==> config.mk <==
export PLATFORM = sky130hd
export DESIGN_NAME = uart_tx_cfg_flat
export DESIGN_NICKNAME = d
export VERILOG_FILES = /design/src/rtl/uart_pkg.sv /design/src/rtl/uart_tx_cfg_if.sv /design/src/rtl/uart_bit_timer.sv /design/src/rtl/uart_tx_cfg.sv /design/src/flat_wrapper.sv
export SDC_FILE = /design/constraint.sdc
export NUM_CORES = 1
export LEC_CHECK = 0
export BUFFER_PORTS_ARGS = -buffer_cell sky130_fd_sc_hd__buf_2
export CAP_MARGIN = 20
export CELL_PAD_IN_SITES_DETAIL_PLACEMENT = 2
export CELL_PAD_IN_SITES_GLOBAL_PLACEMENT = 2
export CORE_MARGIN = 2
export CORE_UTILIZATION = 40
export DETAILED_ROUTE_END_ITERATION = 10
export PLACE_DENSITY_LB_ADDON = 0.1
export REMOVE_ABC_BUFFERS = 1
export SETUP_SLACK_MARGIN = 0.5
export SLEW_MARGIN = 10
export SYNTH_ARGS = -nofsm -noshare
export SYNTH_HDL_FRONTEND = slang
export SYNTH_SLANG_ARGS = --single-unit
==> constraint.sdc <==
create_clock -name i_Clock -period 4.35 [get_ports i_Clock]
set_clock_uncertainty 0.2 [all_clocks]
set_input_delay 0.87 -clock i_Clock [delete_from_list [all_inputs] [get_ports i_Clock]]
set_output_delay 0.87 -clock i_Clock [all_outputs]
set_load 0.005 [all_outputs]
==> src/rtl/uart_pkg.sv <==
// Shared encodings and constants for the configurable UART transmitter
// and its matching receiver.
package uart_pkg;

  localparam int MIN_DATA_BITS        = 5;
  localparam int DEFAULT_CLKS_PER_BIT = 217;

  typedef enum logic [1:0] {
    PAR_NONE = 2'b00,
    PAR_EVEN = 2'b01,
    PAR_ODD  = 2'b10
  } parity_e;

  typedef enum logic [2:0] {
    IDLE,
    START,
    DATA,
    PARITY,
    STOP
  } state_e;

endpackage

==> src/rtl/uart_tx_cfg_if.sv <==
// Frame handshake between a host-side byte source and the UART transmitter.
interface uart_tx_cfg_if #(
  parameter int MAX_DATA_BITS = 9
);
  logic [MAX_DATA_BITS-1:0] i_TX_Data;
  logic                     i_TX_DV;
  logic                     o_TX_Ready;

  modport master (output i_TX_Data, output i_TX_DV, input  o_TX_Ready);
  modport slave  (input  i_TX_Data, input  i_TX_DV, output o_TX_Ready);
endinterface

==> src/rtl/uart_bit_timer.sv <==
// Bit-period counter: counts 0..i_Last and strobes o_Bit_End on the final
// cycle of each bit. Shared with the receiver.
module uart_bit_timer #(
  parameter int CLK_CNT_W = 16
) (
  input  logic                 i_Clock,
  input  logic                 i_Reset,
  input  logic                 i_Clear,
  input  logic                 i_Run,
  input  logic [CLK_CNT_W-1:0] i_Last,
  output logic                 o_Bit_End
);

  logic [CLK_CNT_W-1:0] r_Cnt;

  always_ff @(posedge i_Clock) begin
    if (i_Reset || i_Clear) begin
      r_Cnt <= '0;
    end else if (i_Run) begin
      r_Cnt <= (r_Cnt == i_Last) ? '0 : r_Cnt + 1'b1;
    end
  end

  assign o_Bit_End = i_Run && (r_Cnt == i_Last);

endmodule

==> src/rtl/uart_tx_cfg.sv <==
// Configurable UART transmitter: 5..9 data bits, none/even/odd parity,
// 1 or 2 stop bits, run-time baud divisor; frame settings latched on accept.
module uart_tx_cfg #(
  parameter int MAX_DATA_BITS        = 9,
  parameter int CLK_CNT_W            = 16,
  parameter int DEFAULT_CLKS_PER_BIT = uart_pkg::DEFAULT_CLKS_PER_BIT
) (
  input  logic                 i_Clock,
  input  logic                 i_Reset,
  uart_tx_cfg_if.slave         s_tx,
  input  logic [CLK_CNT_W-1:0] i_Clks_Per_Bit,
  input  logic [3:0]           i_Data_Bits,
  input  logic [1:0]           i_Parity,
  input  logic                 i_Two_Stop,
  output logic                 o_TX_Serial,
  output logic                 o_TX_Active,
  output logic                 o_TX_Done
);
  import uart_pkg::*;

  if (MAX_DATA_BITS < MIN_DATA_BITS || MAX_DATA_BITS > 9 ||
      DEFAULT_CLKS_PER_BIT < 1 || DEFAULT_CLKS_PER_BIT > 2**CLK_CNT_W - 1) begin : g_bad_cfg
    $error("uart_tx_cfg: parameter out of range");
  end

  function automatic logic [3:0] clamp_bits(input logic [3:0] d);
    if (d < 4'(MIN_DATA_BITS))      return 4'(MIN_DATA_BITS);
    else if (d > 4'(MAX_DATA_BITS)) return 4'(MAX_DATA_BITS);
    else                            return d;
  endfunction

  function automatic logic [MAX_DATA_BITS-1:0] data_mask(input logic [3:0] d);
    logic [MAX_DATA_BITS-1:0] m;
    for (int i = 0; i < MAX_DATA_BITS; i++) m[i] = (i < int'(d));
    return m;
  endfunction

  state_e                   r_State, w_State_Nxt;
  logic [MAX_DATA_BITS-1:0] r_Shift, w_Shift_Nxt;
  logic [CLK_CNT_W-1:0]     r_Last;
  logic [3:0]               r_Last_Bit, r_Bit_Idx, w_Bit_Idx_Nxt;
  logic                     r_Par_En, r_Par_Bit, r_Two_Stop;
  logic                     r_Stop_Idx, w_Stop_Idx_Nxt;
  logic                     r_Serial, r_Active, r_Done;
  logic                     w_Serial_Nxt, w_Done_Nxt;
  logic                     w_Accept, w_Bit_End;
  logic [3:0]               w_D;
  logic [MAX_DATA_BITS-1:0] w_Data_Masked;

  assign w_Accept      = s_tx.i_TX_DV && (r_State == IDLE) && !i_Reset;
  assign w_D           = clamp_bits(i_Data_Bits);
  assign w_Data_Masked = s_tx.i_TX_Data & data_mask(w_D);

  uart_bit_timer #(.CLK_CNT_W(CLK_CNT_W)) u_timer (
    .i_Clock   (i_Clock),
    .i_Reset   (i_Reset),
    .i_Clear   (w_Accept),
    .i_Run     (r_State != IDLE),
    .i_Last    (r_Last),
    .o_Bit_End (w_Bit_End)
  );

  always_comb begin
    w_State_Nxt    = r_State;
    w_Shift_Nxt    = r_Shift;
    w_Bit_Idx_Nxt  = r_Bit_Idx;
    w_Stop_Idx_Nxt = r_Stop_Idx;
    w_Done_Nxt     = 1'b0;
    w_Serial_Nxt   = 1'b1;
    unique case (r_State)
      IDLE: if (w_Accept) begin
        w_State_Nxt    = START;
        w_Shift_Nxt    = w_Data_Masked;
        w_Bit_Idx_Nxt  = '0;
        w_Stop_Idx_Nxt = 1'b0;
      end
      START: if (w_Bit_End) w_State_Nxt = DATA;
      DATA: if (w_Bit_End) begin
        if (r_Bit_Idx == r_Last_Bit) begin
          w_State_Nxt = r_Par_En ? PARITY : STOP;
        end else begin
          w_Bit_Idx_Nxt = r_Bit_Idx + 4'd1;
          w_Shift_Nxt   = r_Shift >> 1;
        end
      end
      PARITY: if (w_Bit_End) w_State_Nxt = STOP;
      STOP: if (w_Bit_End) begin
        if (r_Two_Stop && !r_Stop_Idx) begin
          w_Stop_Idx_Nxt = 1'b1;
        end else begin
          w_State_Nxt = IDLE;
          w_Done_Nxt  = 1'b1;
        end
      end
      default: w_State_Nxt = IDLE;
    endcase
    // Line level is registered from the state being entered
    unique case (w_State_Nxt)
      START:   w_Serial_Nxt = 1'b0;
      DATA:    w_Serial_Nxt = w_Shift_Nxt[0];
      PARITY:  w_Serial_Nxt = r_Par_Bit;
      default: w_Serial_Nxt = 1'b1;
    endcase
  end

  always_ff @(posedge i_Clock) begin
    if (i_Reset) begin
      r_State    <= IDLE;
      r_Bit_Idx  <= '0;
      r_Stop_Idx <= 1'b0;
      r_Serial   <= 1'b1;
      r_Active   <= 1'b0;
      r_Done     <= 1'b0;
    end else begin
      r_State    <= w_State_Nxt;
      r_Bit_Idx  <= w_Bit_Idx_Nxt;
      r_Stop_Idx <= w_Stop_Idx_Nxt;
      r_Serial   <= w_Serial_Nxt;
      r_Active   <= (w_State_Nxt != IDLE);
      r_Done     <= w_Done_Nxt;
    end
  end

  always_ff @(posedge i_Clock) begin
    r_Shift <= w_Shift_Nxt;
    if (w_Accept) begin
      r_Last     <= (i_Clks_Per_Bit == '0) ? '0 : i_Clks_Per_Bit - 1'b1;
      r_Last_Bit <= w_D - 4'd1;
      r_Par_En   <= (i_Parity == PAR_EVEN) || (i_Parity == PAR_ODD);
      r_Par_Bit  <= (^w_Data_Masked) ^ (i_Parity == PAR_ODD);
      r_Two_Stop <= i_Two_Stop;
    end
  end

  assign s_tx.o_TX_Ready = (r_State == IDLE) && !i_Reset;
  assign o_TX_Serial     = r_Serial;
  assign o_TX_Active     = r_Active;
  assign o_TX_Done       = r_Done;

endmodule

==> src/flat_wrapper.sv <==
// flat-port wrapper written by rule: the top's interface ports become plain ports
module uart_tx_cfg_flat import uart_pkg::*;
#(
  parameter int MAX_DATA_BITS        = 9,
  parameter int CLK_CNT_W            = 16,
  parameter int DEFAULT_CLKS_PER_BIT = uart_pkg::DEFAULT_CLKS_PER_BIT
)
  (i_Clock, i_Reset, i_Clks_Per_Bit, i_Data_Bits, i_Parity, i_Two_Stop, o_TX_Serial, o_TX_Active, o_TX_Done, s_tx_i_TX_Data, s_tx_i_TX_DV, s_tx_o_TX_Ready);
  uart_tx_cfg_if #(.MAX_DATA_BITS(MAX_DATA_BITS)) s_tx_i ();
  input  logic i_Clock;
  input  logic i_Reset;
  input  logic [CLK_CNT_W-1:0] i_Clks_Per_Bit;
  input  logic [3:0] i_Data_Bits;
  input  logic [1:0] i_Parity;
  input  logic i_Two_Stop;
  output logic o_TX_Serial;
  output logic o_TX_Active;
  output logic o_TX_Done;
  input wire logic [$bits(s_tx_i.i_TX_Data)-1:0] s_tx_i_TX_Data;
  input wire logic [$bits(s_tx_i.i_TX_DV)-1:0] s_tx_i_TX_DV;
  output wire logic [$bits(s_tx_i.o_TX_Ready)-1:0] s_tx_o_TX_Ready;
  assign s_tx_i.i_TX_Data = s_tx_i_TX_Data;
  assign s_tx_i.i_TX_DV = s_tx_i_TX_DV;
  assign s_tx_o_TX_Ready = s_tx_i.o_TX_Ready;
  uart_tx_cfg #(.MAX_DATA_BITS(MAX_DATA_BITS), .CLK_CNT_W(CLK_CNT_W), .DEFAULT_CLKS_PER_BIT(DEFAULT_CLKS_PER_BIT)) u_core (.i_Clock(i_Clock), .i_Reset(i_Reset), .s_tx(s_tx_i), .i_Clks_Per_Bit(i_Clks_Per_Bit), .i_Data_Bits(i_Data_Bits), .i_Parity(i_Parity), .i_Two_Stop(i_Two_Stop), .o_TX_Serial(o_TX_Serial), .o_TX_Active(o_TX_Active), .o_TX_Done(o_TX_Done));
endmodule
**Yosys cells after proc, flatten, opt, wreduce, memory -nomap -nowiden**

Cells that the tools add are included.

- Input bits: 35
- Flip-flop bits (word level): 59
- Output and inout port bits: 4

- Bitwise logic cells: 4
- Reductions and logical operators: 19
- Add/subtract/negate cells: 4
- Muxes and demuxes: 26
- Equality and inequality tests: 16
- Magnitude comparators: 11

Operators by type and width:

| kind | number |
|---|---|
| $mux 9 | 3 |
| $mux 3 | 8 |
| $mux 4 | 5 |
| $pmux 9 s2 | 1 |
| $add 16x1->16 const B | 1 |
| $eq 16x16->1 | 1 |
| $logic_not 16->1 | 1 |
| $lt 3x4->1 const A | 4 |
| $mux 16 | 1 |
| $sub 16x1->16 const B | 1 |
| $pmux 3 s5 | 1 |
| $eq 3x2->1 const B | 4 |
| $and 9x9->9 | 1 |
| $reduce_xor 9->1 | 1 |
| $lt 1x4->1 const A | 2 |
| $lt 2x4->1 const A | 2 |
| $ne 2x2->1 const B | 4 |
| $pmux 4 s2 | 1 |
| $reduce_and 4->1 | 2 |
| $eq 3x1->1 const B | 2 |
| $reduce_bool 3->1 | 2 |
| $logic_and 1x1->1 | 5 |
| $add 4x1->4 const B | 1 |
| $eq 4x4->1 | 1 |
| 18 further kinds | 25 |

**Depth between registers and ports, before layout**

Gate-level depths: netlist (run 1).

- Depth after elaboration: 8
- Mapped depth: 10
- Gate-level depth less buffers: 10

**By module**

A second synthesis (run 1) with hierarchy kept.

- Cells, all modules: 311
- Area total of the unflattened synthesis: 3163.0 um2

By module, submodules not included:

| module | times used | cells each | area an instance (um2) |
|---|---|---|---|
| uart_tx_cfg | 1 | 208 | 2277.2 |
| uart_bit_timer | 1 | 103 | 885.8 |

**Worst setup path before layout (run 1)**

Ideal clock, no wire load.

- Path kind: in2reg
- Start point: input port i_Data_Bits[3]
- End point: register u_core.r_Par_Bit (data pin)
- Slack: 1669 ps
- Data required time: 3889 ps
- Arrival time: 2220 ps
- Path buffers: 1
- Setup time: 261 ps
- Stages on the path: 9
- Cells stage by stage: clkbuf_1 -> a21oi_1 -> or2_2 -> inv_1 -> ha_1 -> nand2b_1 -> a31oi_1 -> xnor2_1 -> xnor2_1

- Cells in the longest elaborated chain, start to end: 7
- Elaborated cells between the ends (all ways): 16
- Classes of those cells: 11 x order compare; 2 x mux; 2 x bitwise; 1 x reduce/logical

Ends and longest elaborated chain:

| item | line | RTL |
|---|---|---|
| from (decl) | flat_wrapper.sv:13 | `input logic [3:0] i_Data_Bits;` |
| $gt 4x4->1 | uart_tx_cfg.sv:28 | `else if (d > 4'(MAX_DATA_BITS)) return 4'(MAX_DATA_BITS);` |
| $mux 4 | uart_tx_cfg.sv:28 |  |
| $mux 4 (*) | uart_tx_cfg.sv:27 | `if (d < 4'(MIN_DATA_BITS)) return 4'(MIN_DATA_BITS);` |
| $lt 1x4->1 (tied with other cells) | uart_tx_cfg.sv:34 | `for (int i = 0; i < MAX_DATA_BITS; i++) m[i] = (i < int'(d));` |
| $and 9x9->9 (*) | uart_tx_cfg.sv:52 | `assign w_Data_Masked = s_tx.i_TX_Data & data_mask(w_D);` |
| $reduce_xor 9->1 (*) | uart_tx_cfg.sv:130 | `r_Par_Bit <= (^w_Data_Masked) ^ (i_Parity == PAR_ODD);` |
| $xor 1x1->1 (*) | uart_tx_cfg.sv:130 |  |
| to (signal assigned) | uart_tx_cfg.sv:130 |  |
| to (decl) | uart_tx_cfg.sv:42 | `logic r_Par_En, r_Par_Bit, r_Two_Stop;` |

Mark *: on every way between the ends. The rest lies on a longest branch, timed or not.
A chain may end at the register's enable or synchronous reset.

**Worst setup path after layout (run 1)**

- Start point: input port i_Clks_Per_Bit[7]
- End point: register u_core.r_Last[3] (data pin)

- Cells in the longest elaborated chain, start to end: 1

Ends and longest elaborated chain:

| item | line | RTL |
|---|---|---|
| from (decl) | flat_wrapper.sv:12 | `input logic [CLK_CNT_W-1:0] i_Clks_Per_Bit;` |
| $logic_not 16->1 | uart_tx_cfg.sv:127 | `r_Last <= (i_Clks_Per_Bit == '0) ? '0 : i_Clks_Per_Bit - 1'b1;` |
| to (signal assigned) | uart_tx_cfg.sv:127 |  |
| to (decl) | uart_tx_cfg.sv:40 | `logic [CLK_CNT_W-1:0] r_Last;` |

Every way passes these cells.

==> results of run 1 <==
-- area by class of cell --
class | instances | area (um^2) | share of cell area (%)
Clock buffer | 13 | 148.9 | 4.159
Clock inverter | 3 | 13.76 | 0.3845
Inverter | 13 | 48.80 | 1.363
Multi-Input combinational cell | 236 | 1551 | 43.34
Sequential cell | 59 | 1491 | 41.66
Tap cell | 102 | 127.6 | 3.565
Timing Repair Buffer | 39 | 197.7 | 5.523
-- state kept, by name, indices dropped and copies added (netlist names) --
signal and flops:
u_core.o_TX_Active 1, u_core.o_TX_Done 1, u_core.o_TX_Serial 1, u_core.r_Bit_Idx 4, u_core.r_Last 16, u_core.r_Last_Bit 4
u_core.r_Par_Bit 1, u_core.r_Par_En 1, u_core.r_Shift 9, u_core.r_State 3, u_core.r_Stop_Idx 1, u_core.r_Two_Stop 1
u_core.u_timer.r_Cnt 16
-- stage by stage --
step | utilization, % | power (mW)
6_report | 46.57 | 1.171
5_1_grt | 46.57 | 1.228
4_1_cts | 46.57 | 1.186
3_5_place_dp | 44.45 | 0.7569
3_3_place_gp | 44.45 | 0.7479
2_1_floorplan | - | 0.6997
-- worst paths after layout --
check                                              from  cells after the start                end
worst max-delay path                  i_Clks_Per_Bit[7]                      6   u_core.r_Last[3]
worst min register to register        u_core.r_Stop_Idx                      2  u_core.r_Stop_Idx
worst max register to register  u_core.u_timer.r_Cnt[9]                      5  u_core.r_Shift[4]
worst min-delay path                  u_core.r_Stop_Idx                      2  u_core.r_Stop_Idx
-- cell families after synthesis --
group / count (synthesis) / synth area share, %
simple gates: 128 / 21.32
flops: 59 / 47.32
xor+xnor: 55 / 15.28
compound gates: 42 / 8.417
buf+inv: 22 / 3.454
fa+ha+maj: 9 / 3.573
mux: 2 / 0.6352
-- report_power, final --
group / leakage, nW / total (mW) / switching, mW / internal [mW]
Sequential: 0.519 / 0.620 / 0.0106 / 0.610
Combinational: 0.775 / 0.123 / 0.0715 / 0.0513
Clock: 0.0848 / 0.428 / 0.209 / 0.219
-- worst max-delay path, cell delays in order --
cell    delay (ns)
buf_2         0.13
or4_1         0.60
nor4_2        0.20
inv_2         0.10
nor3_4        0.51
nor2_1        0.15
-- cells in the final DEF, fill, tap and decap left out, types with 4 or more instances in the layout --
cell type / synthesis / layout
ha_1: 9 / 9
a21oi_1: 15 / 15
dfxtp_1: 28 / 28
xor2_1: 34 / 34
edfxtp_1: 31 / 31
buf_2: 3 / 38
nor2_1: 45 / 45
nand2_1: 30 / 30
nand2b_1: 7 / 7
nor4_1: 5 / 5
nand4_1: 6 / 6
inv_1: 11 / 11
nor3_1: 6 / 6
or3_1: 5 / 5
xnor2_1: 21 / 21
nor4_2: 4 / 4
o21ai_0: 9 / 9
nand3_1: 5 / 5
clkbuf_8: 0 / 10
-- per-layer routing --
layer | up-vias | share of wire [%] | GRT usage [%]
li1 | 1180 | - | -
met1 | 1183 | 48 | 26.69
met2 | 40 | 48 | 33.64
met3 | 13 | 2.5 | 4.475
met4 | 0 | 1.6 | 5.515
met5 | - | 0 | 0
==> impl_metrics.ini, run 1 <==
[floorplan]
die_area_um2 = 8605
die_w_um = 92.77
rows = 32
initial_utilization_pct = 41.00
core_area_um2 = 7687
io_pins = 39
die_h_um = 92.77

[worst_setup_path]
arrival_ns = 2.56
required_ns = 4.20
cp_max_fo = 16
worst-setup-path-type = in2reg
r2r_setup_slack_ns = 1.80
cp-start-kind = primary input
critPathCaptureType = flip-flop

[power_and_ir_drop]
power.leakage_nw = 1.379
power_density_nw_per_um2 = 327.2
irDropWorstVdd_mv = 0.1298

[clock_tree]
cts_sinks = 59
insertion_delay_ns = 0.33
htree_levels = 3
cts_buffer_depth = 2
root_buffer = clkbuf_8
hold_buffers = 0
tritoncts = done
clk_pin_slew_ns = 0.07
cts_buffers = 9
cts_resized = 0
cts_setup_buffers = 0

[drt]
vias = 2416
final_antenna_net_count = 0
wirelength_um = 8135
drc = 0
firstDrtPassIters = 4
post_drt_wl_per_cell_um = 17.49
viasPerCell = 5.196
drtIter0Drc = 75

[sta]
rsz0062_at_grt = no
hold_viol = 0
tightest_slew_ns = 0.5816
finalSetupViolations = 0
fin_ws_ns = 1.638
slew_headroom_pct = 61.10
slew_violations = 0
min_period_ns = 2.712
period_share_pct = 62.35
setup_tns_ns = 0
fmax_mhz = 368.7
fin_hold_ws_ns = 0.2879

[synthesis]
netlist_top_cells_count = nor2_1 (45), xor2_1 (34), edfxtp_1 (31)
synth_cell_type_count = 46
netlist_instances = 317
ys_seq_area_share_pct = 47.32
yosys-top-cells-area = edfxtp_1 (30%), dfxtp_1 (18%), xor2_1 (9.4%)
synth_area_leader_cell = edfxtp_1
yosysWarnings = 0
synth_area_per_cell_um2 = 9.943
synth-seq-cells = 59
synth_flop_cell = edfxtp_1
synth_top_area_share_pct = 29.54
synthesis.area_um2 = 3152
synth.most_common_cell = nor2_1
async_flop_share_pct = 0
synth_edf_count = 31

[global_route]
grt.overflow.total = 0
antenna_found_initial = 0
grt_use_total_pct = 20.28
grt_max_degree = 30
grt_pass1_vias = 2655
grt_pass1_wl_um = 13500

[placed_design]
place_area_um2 = 3417
gp_congestion = 0.7649
dp.cells = 449
port_buffers = 38
post-place-ws_ns = 1.262
dp_hpwl_um = 6364

[cells_and_area]
final_cells = 465
fin_area_um2 = 3580
fillCellCount = 852
drive_above_1_share_pct = 17.36
num_antenna_cells = 0
area_growth_pct = 13.58
fin_nets = 402

[job]
maxCapViolCount = 0

[status]
status = finished, final reports clean

[hold_path]
hold_path_class = reg2reg
Power figures use the tool's default switching activity.
==> run 2, diff against run 1 <==
--- a/config.mk
+++ b/config.mk
@@ -10,7 +10,7 @@
 export CELL_PAD_IN_SITES_DETAIL_PLACEMENT = 2
 export CELL_PAD_IN_SITES_GLOBAL_PLACEMENT = 2
 export CORE_MARGIN = 2
-export CORE_UTILIZATION = 40
+export CORE_UTILIZATION = 33
 export DETAILED_ROUTE_END_ITERATION = 10
 export PLACE_DENSITY_LB_ADDON = 0.1
 export REMOVE_ABC_BUFFERS = 1
==> constraint.sdc (replaced) <==
create_clock -name i_Clock -period 2.46 [get_ports i_Clock]
set_clock_uncertainty 0.2 [all_clocks]
set_input_delay 0.492 -clock i_Clock [delete_from_list [all_inputs] [get_ports i_Clock]]
set_output_delay 0.492 -clock i_Clock [all_outputs]
set_load 0.005 [all_outputs]
==> run 2 against run 1 <==
Against the previous run:
- sequential power increased by 77%
- critical path depth increased by 2
- non-clock buffer count increased by 38
- utilization increased by 2.4 points
- critical path type is now reg2reg
==> impl_metrics.ini, run 2 (same netlist as run 1, synthesis figures left out) <==
[placed_design]
gp_congestion = 0.7251
port_buffers = 38
dp_hpwl_um = 6210

[drt]
final_antenna_net_count = 0
post_drt_wl_per_cell_um = 20.05
wirelength_um = 10630
vias = 2615
drc = 0
drtIter0Drc = 60
firstDrtPassIters = 4
viasPerCell = 4.934

[sta]
rsz0062_at_grt = yes
fmax_mhz = 453.4
period_share_pct = 89.66
hold_viol = 0
finalSetupViolations = 0
setup_tns_ns = 0
slew_headroom_pct = 70.96
tightest_slew_ns = 0.4347
slew_violations = 0
min_period_ns = 2.206

[cells_and_area]
layout_commonest_cell = buf_2
drive_above_1_share_pct = 43.89
postLayoutCoreUtil_pct = 48.95
fillCellCount = 959
reg_top3 = u_core.r_Last x16, u_core.u_timer.r_Cnt x16, u_core.r_Shift x9
multiInputGateArea_um2 = 2004
regArea_um2 = 1506
num_antenna_cells = 0
fin_nets = 440
mostFrequentLayoutCells = buf_2 (34), xor2_1 (33), edfxtp_1 (31)
area_growth_pct = 43.51

[floorplan]
rows = 35
core_area_um2 = 9240
die_h_um = 101.7
initial_utilization_pct = 34.11
die_w_um = 101.7
die_area_um2 = 10350
io_pins = 39

[clock_tree]
clk_pin_slew_ns = 0.07
cts_buffers = 9
cts_sinks = 59
htree_levels = 3
tritoncts = done
cts_buffer_depth = 2
insertion_delay_ns = 0.34
root_buffer = clkbuf_8

[power_and_ir_drop]
irDropWorstVdd_mv = 0.2597
p_total_mw = 2.315
power.leakage_nw = 1.670
power.internal_mw = 1.716
power_density_nw_per_um2 = 511.8
p_clk_share_pct = 38.1
power_frac_comb_pct = 14.5
pwr-share-seq_pct = 47.4
switching_share_pct = 25.88
p_sw_mw = 0.5991

[global_route]
grt.overflow.total = 0
grt_use_total_pct = 17.65
grt_max_degree = 17
grt_pass1_wl_um = 13770
grt_pass1_vias = 2694
antenna_found_initial = 0

[status]
status = finished, final reports clean

[worst_setup_path]
critPathCaptureType = flip-flop
arrival_ns = 2.21
ff2ff_path_depth = 8
reg2reg_to = u_core.u_timer.r_Cnt[15]
r2r-start = u_core.r_Last[7]
worst-setup-path-type = reg2reg
r2r_setup_slack_ns = 0.25
required_ns = 2.46
cp-start-kind = flip-flop
cp_max_fo = 8

[hold_path]
hold_path_class = in2reg
min_from = i_Two_Stop
holdPathStages = 1
hold-path-endpoint = u_core.r_Two_Stop

[job]
maxCapViolCount = 0
## run 2: worst max-delay path by stage
stage	endpoint	from	cells past startpoint	slack, ns
after global routing	u_core.u_timer.r_Cnt[15]	u_core.r_Last[7]	8	0.17
after detailed placement	u_core.r_Par_Bit	i_Data_Bits[2]	11	-0.06
final	u_core.u_timer.r_Cnt[15]	u_core.r_Last[7]	8	0.25
after global placement	u_core.r_Last[15]	i_Clks_Per_Bit[7]	7	0.09
after CTS	u_core.o_TX_Serial	u_core.r_Last[14]	7	0.34
after floorplan	u_core.r_Last[10]	i_Clks_Per_Bit[7]	5	0.17
## run 2: repair_timing
item | CTS | global route
gates cloned | 1 | 1
buffers inserted | 8 | 15
pin swaps | 19 | 33
gates resized for setup | 59 | 76
endpoints found under the setup margin | 73 | 73
hold buffers | 0 | 0
hold endpoints to repair | 0 | 0
## run 2: per-layer routing
| metal | wire length (um) | GRT usage [%] |
|---|---|---|
| met3 | 216 | 3.658 |
| met4 | 124 | 6.549 |
| met1 | 4653 | 22.77 |
| met2 | 5634 | 29.15 |
| met5 | 0 | 0 |
## run 2: cell type report
type / instances / area share (%)
clock inverter: 4 / 0.9129
tap: 129 / 3.568
clock buffer: 12 / 3.209
timing repair buffer: 77 / 13.55
inverter: 13 / 1.134
multi-input combinational: 236 / 44.32
sequential: 59 / 33.31
## run 2: power by group through the flow
stage	logic (mW)	registers, mW	clock network [mW]
2_1_floorplan	0.127	1.11	0
3_3_place_gp	0.223	1.12	0
3_5_place_dp	0.234	1.12	0
4_1_cts	0.269	1.10	0.881
5_1_grt	0.365	1.10	0.932
6_report	0.336	1.10	0.882
## run 2: worst max-delay path: stages (launching register included)
cell	delay (ns)
edfxtp_1	0.44
xor2_1	0.18
nor4_2	0.34
and4_4	0.35
buf_6	0.11
buf_6	0.08
a21o_4	0.14
clkbuf_16	0.18
a21oi_1	0.06
## run 2: through the flow
step,area (um^2),setup slack [ns],cells,hold slack (ns)
6_report,4523,0.2543,530,0.1396
5_1_grt,4523,0.1740,530,0.1223
4_1_cts,4073,0.3421,514,0.1236
3_5_place_dp,3561,-0.06094,489,0.2589
3_3_place_gp,3561,0.09440,489,0.2465
2_1_floorplan,3092,0.1686,308,0.2207
==> run 3, diff against run 2 <==
--- a/config.mk
+++ b/config.mk
@@ -7,7 +7,7 @@
 export LEC_CHECK = 0
 export BUFFER_PORTS_ARGS = -buffer_cell sky130_fd_sc_hd__buf_2
 export CAP_MARGIN = 20
-export CELL_PAD_IN_SITES_DETAIL_PLACEMENT = 2
+export CELL_PAD_IN_SITES_DETAIL_PLACEMENT = 1
 export CELL_PAD_IN_SITES_GLOBAL_PLACEMENT = 2
 export CORE_MARGIN = 2
 export CORE_UTILIZATION = 33
==> run 3 against run 2 <==
Against the previous run:
- global-route usage shrank 2.4 points
- total power grew 1.1%
- register-to-register slack gained 0.09 ns
- sequential cell count is the same
- setup slack gained 0.093 ns
- largest power group unchanged
==> impl_metrics.ini, run 3 (same netlist as run 1, synthesis figures left out) <==
[clock_tree]
cts_sinks = 59
insertion_delay_ns = 0.34
tritoncts = done
clk_pin_slew_ns = 0.08
root_buffer = clkbuf_8
cts_buffer_depth = 2
htree_levels = 3
cts_buffers = 9
hold_buffers = 0

[sta]
rsz0062_at_grt = yes
fin_hold_ws_ns = 0.1259
finalSetupViolations = 0
slew_violations = 0
hold_viol = 0
setup_tns_ns = 0
slew_headroom_pct = 74.20
fmax_mhz = 473.2
period_share_pct = 85.90
min_period_ns = 2.113
tightest_slew_ns = 0.3820

[cells_and_area]
drive_above_1_share_pct = 36.52
fillCellCount = 1053
area_growth_pct = 35.45
mostFrequentLayoutCells = xor2_1 (34), buf_2 (34), buf_4 (31), edfxtp_1 (31)
fin_nets = 436
multiInputGateArea_um2 = 1808
regArea_um2 = 1505
postLayoutCoreUtil_pct = 46.20
reg_top3 = u_core.r_Last x16, u_core.u_timer.r_Cnt x16, u_core.r_Shift x9
num_antenna_cells = 0

[job]
maxCapViolCount = 0

[power_and_ir_drop]
pwr-share-seq_pct = 46.7
power.leakage_nw = 1.630
power.internal_mw = 1.786
p_total_mw = 2.341
power_density_nw_per_um2 = 548.2
p_sw_mw = 0.5543
switching_share_pct = 23.68
power_frac_comb_pct = 11.8
p_clk_share_pct = 41.5
irDropWorstVdd_mv = 0.2133

[drt]
drc = 0
firstDrtPassIters = 4
viasPerCell = 4.686
post_drt_wl_per_cell_um = 14.46
wirelength_um = 7604
drtIter0Drc = 43
vias = 2465
final_antenna_net_count = 0

[worst_setup_path]
r2r-start = u_core.r_Last[7]
worst_path_largest_cell_delay_ns = 0.38
cp-start-kind = flip-flop
crit_chain = xor2_1 > nor4_2 > and4_2 > a21oi_1 > a221o_1 > a2bb2oi_2
worst-setup-path-type = reg2reg
required_ns = 2.47
cp_max_fo = 5
critPathCaptureType = flip-flop
cp-startpoint = u_core.r_Last[7]
arrival_ns = 2.13
slowest_stage = edfxtp_1

[floorplan]
io_pins = 39
core_area_um2 = 9240
die_area_um2 = 10350
die_w_um = 101.7
die_h_um = 101.7
initial_utilization_pct = 34.11
rows = 35

[status]
status = finished, final reports clean

[global_route]
grt_max_degree = 17
grt_pass1_vias = 2475
grt.overflow.total = 0
grt_use_total_pct = 15.29
antenna_found_initial = 0
grt_pass1_wl_um = 12220

[placed_design]
dp_hpwl_um = 5492
gp_congestion = 0.7251
port_buffers = 38

[hold_path]
hold_path_class = in2reg
min_from = i_Two_Stop
[run 3: cell count changes in the layout (fill, tap and decap cells not counted), sizes merged]
cell,previous run,this run
clkbuf,13,12
buf,76,73
[run 3: per-stage QoR]
step | area, um^2 | worst slack [ns] | instances
after detailed placement | 3561 | 0.05902 | 489
after CTS | 4071 | 0.3450 | 514
after global routing | 4269 | 0.2560 | 526
after global placement | 3561 | 0.09440 | 489
final | 4269 | 0.3468 | 526
after floorplan | 3092 | 0.1686 | 308
[run 3: power by group through the flow]
stage	Combinational, mW	Clock (mW)	Sequential [mW]
global route	0.305	1.04	1.10
global placement	0.223	0	1.12
finish	0.276	0.971	1.09
floorplan	0.127	0	1.11
detailed placement	0.227	0	1.12
CTS	0.257	0.990	1.09
[run 3: final timing paths]
check	endpoint	slack, ns	cells past startpoint
max	u_core.o_TX_Serial	0.35	6
min	u_core.r_Two_Stop	0.13	1
max reg2reg	u_core.o_TX_Serial	0.35	6
min reg2reg	u_core.r_Stop_Idx	0.27	2
[run 3: area by class of cell]
type                       instances  share of cell area (%)
multi-input combinational        236                   42.35
sequential                        59                   35.26
timing repair buffer              73                   12.22
clock buffer                      12                   4.132
tap                              129                   3.781
inverter                          13                   1.202
clock inverter                     4                   1.055
[run 3: critical path, delay by kind of cell (launching register included)]
family	cells	cell delay, ns
XOR/XNOR	1	0.16
flip-flops	1	0.38
AO/OA/AOI/OAI	3	0.58
AND/OR/NAND/NOR	2	0.69
[run 3: per-layer routing]
metal	up-vias	GRT usage (%)	wire (um)
li1	1251	-	-
met3	8	3.589	194
met5	-	0	0
met1	1173	21.20	3802
met2	33	23.68	3506
met4	0	4.678	100
[run 3: timing repair]
item / in CTS / in global routing
resized for setup: 56 / 24
endpoints found under the setup margin: 73 / 72
buffers inserted: 8 / 12
pin swaps: 17 / 18
gates cloned: 1 / 0
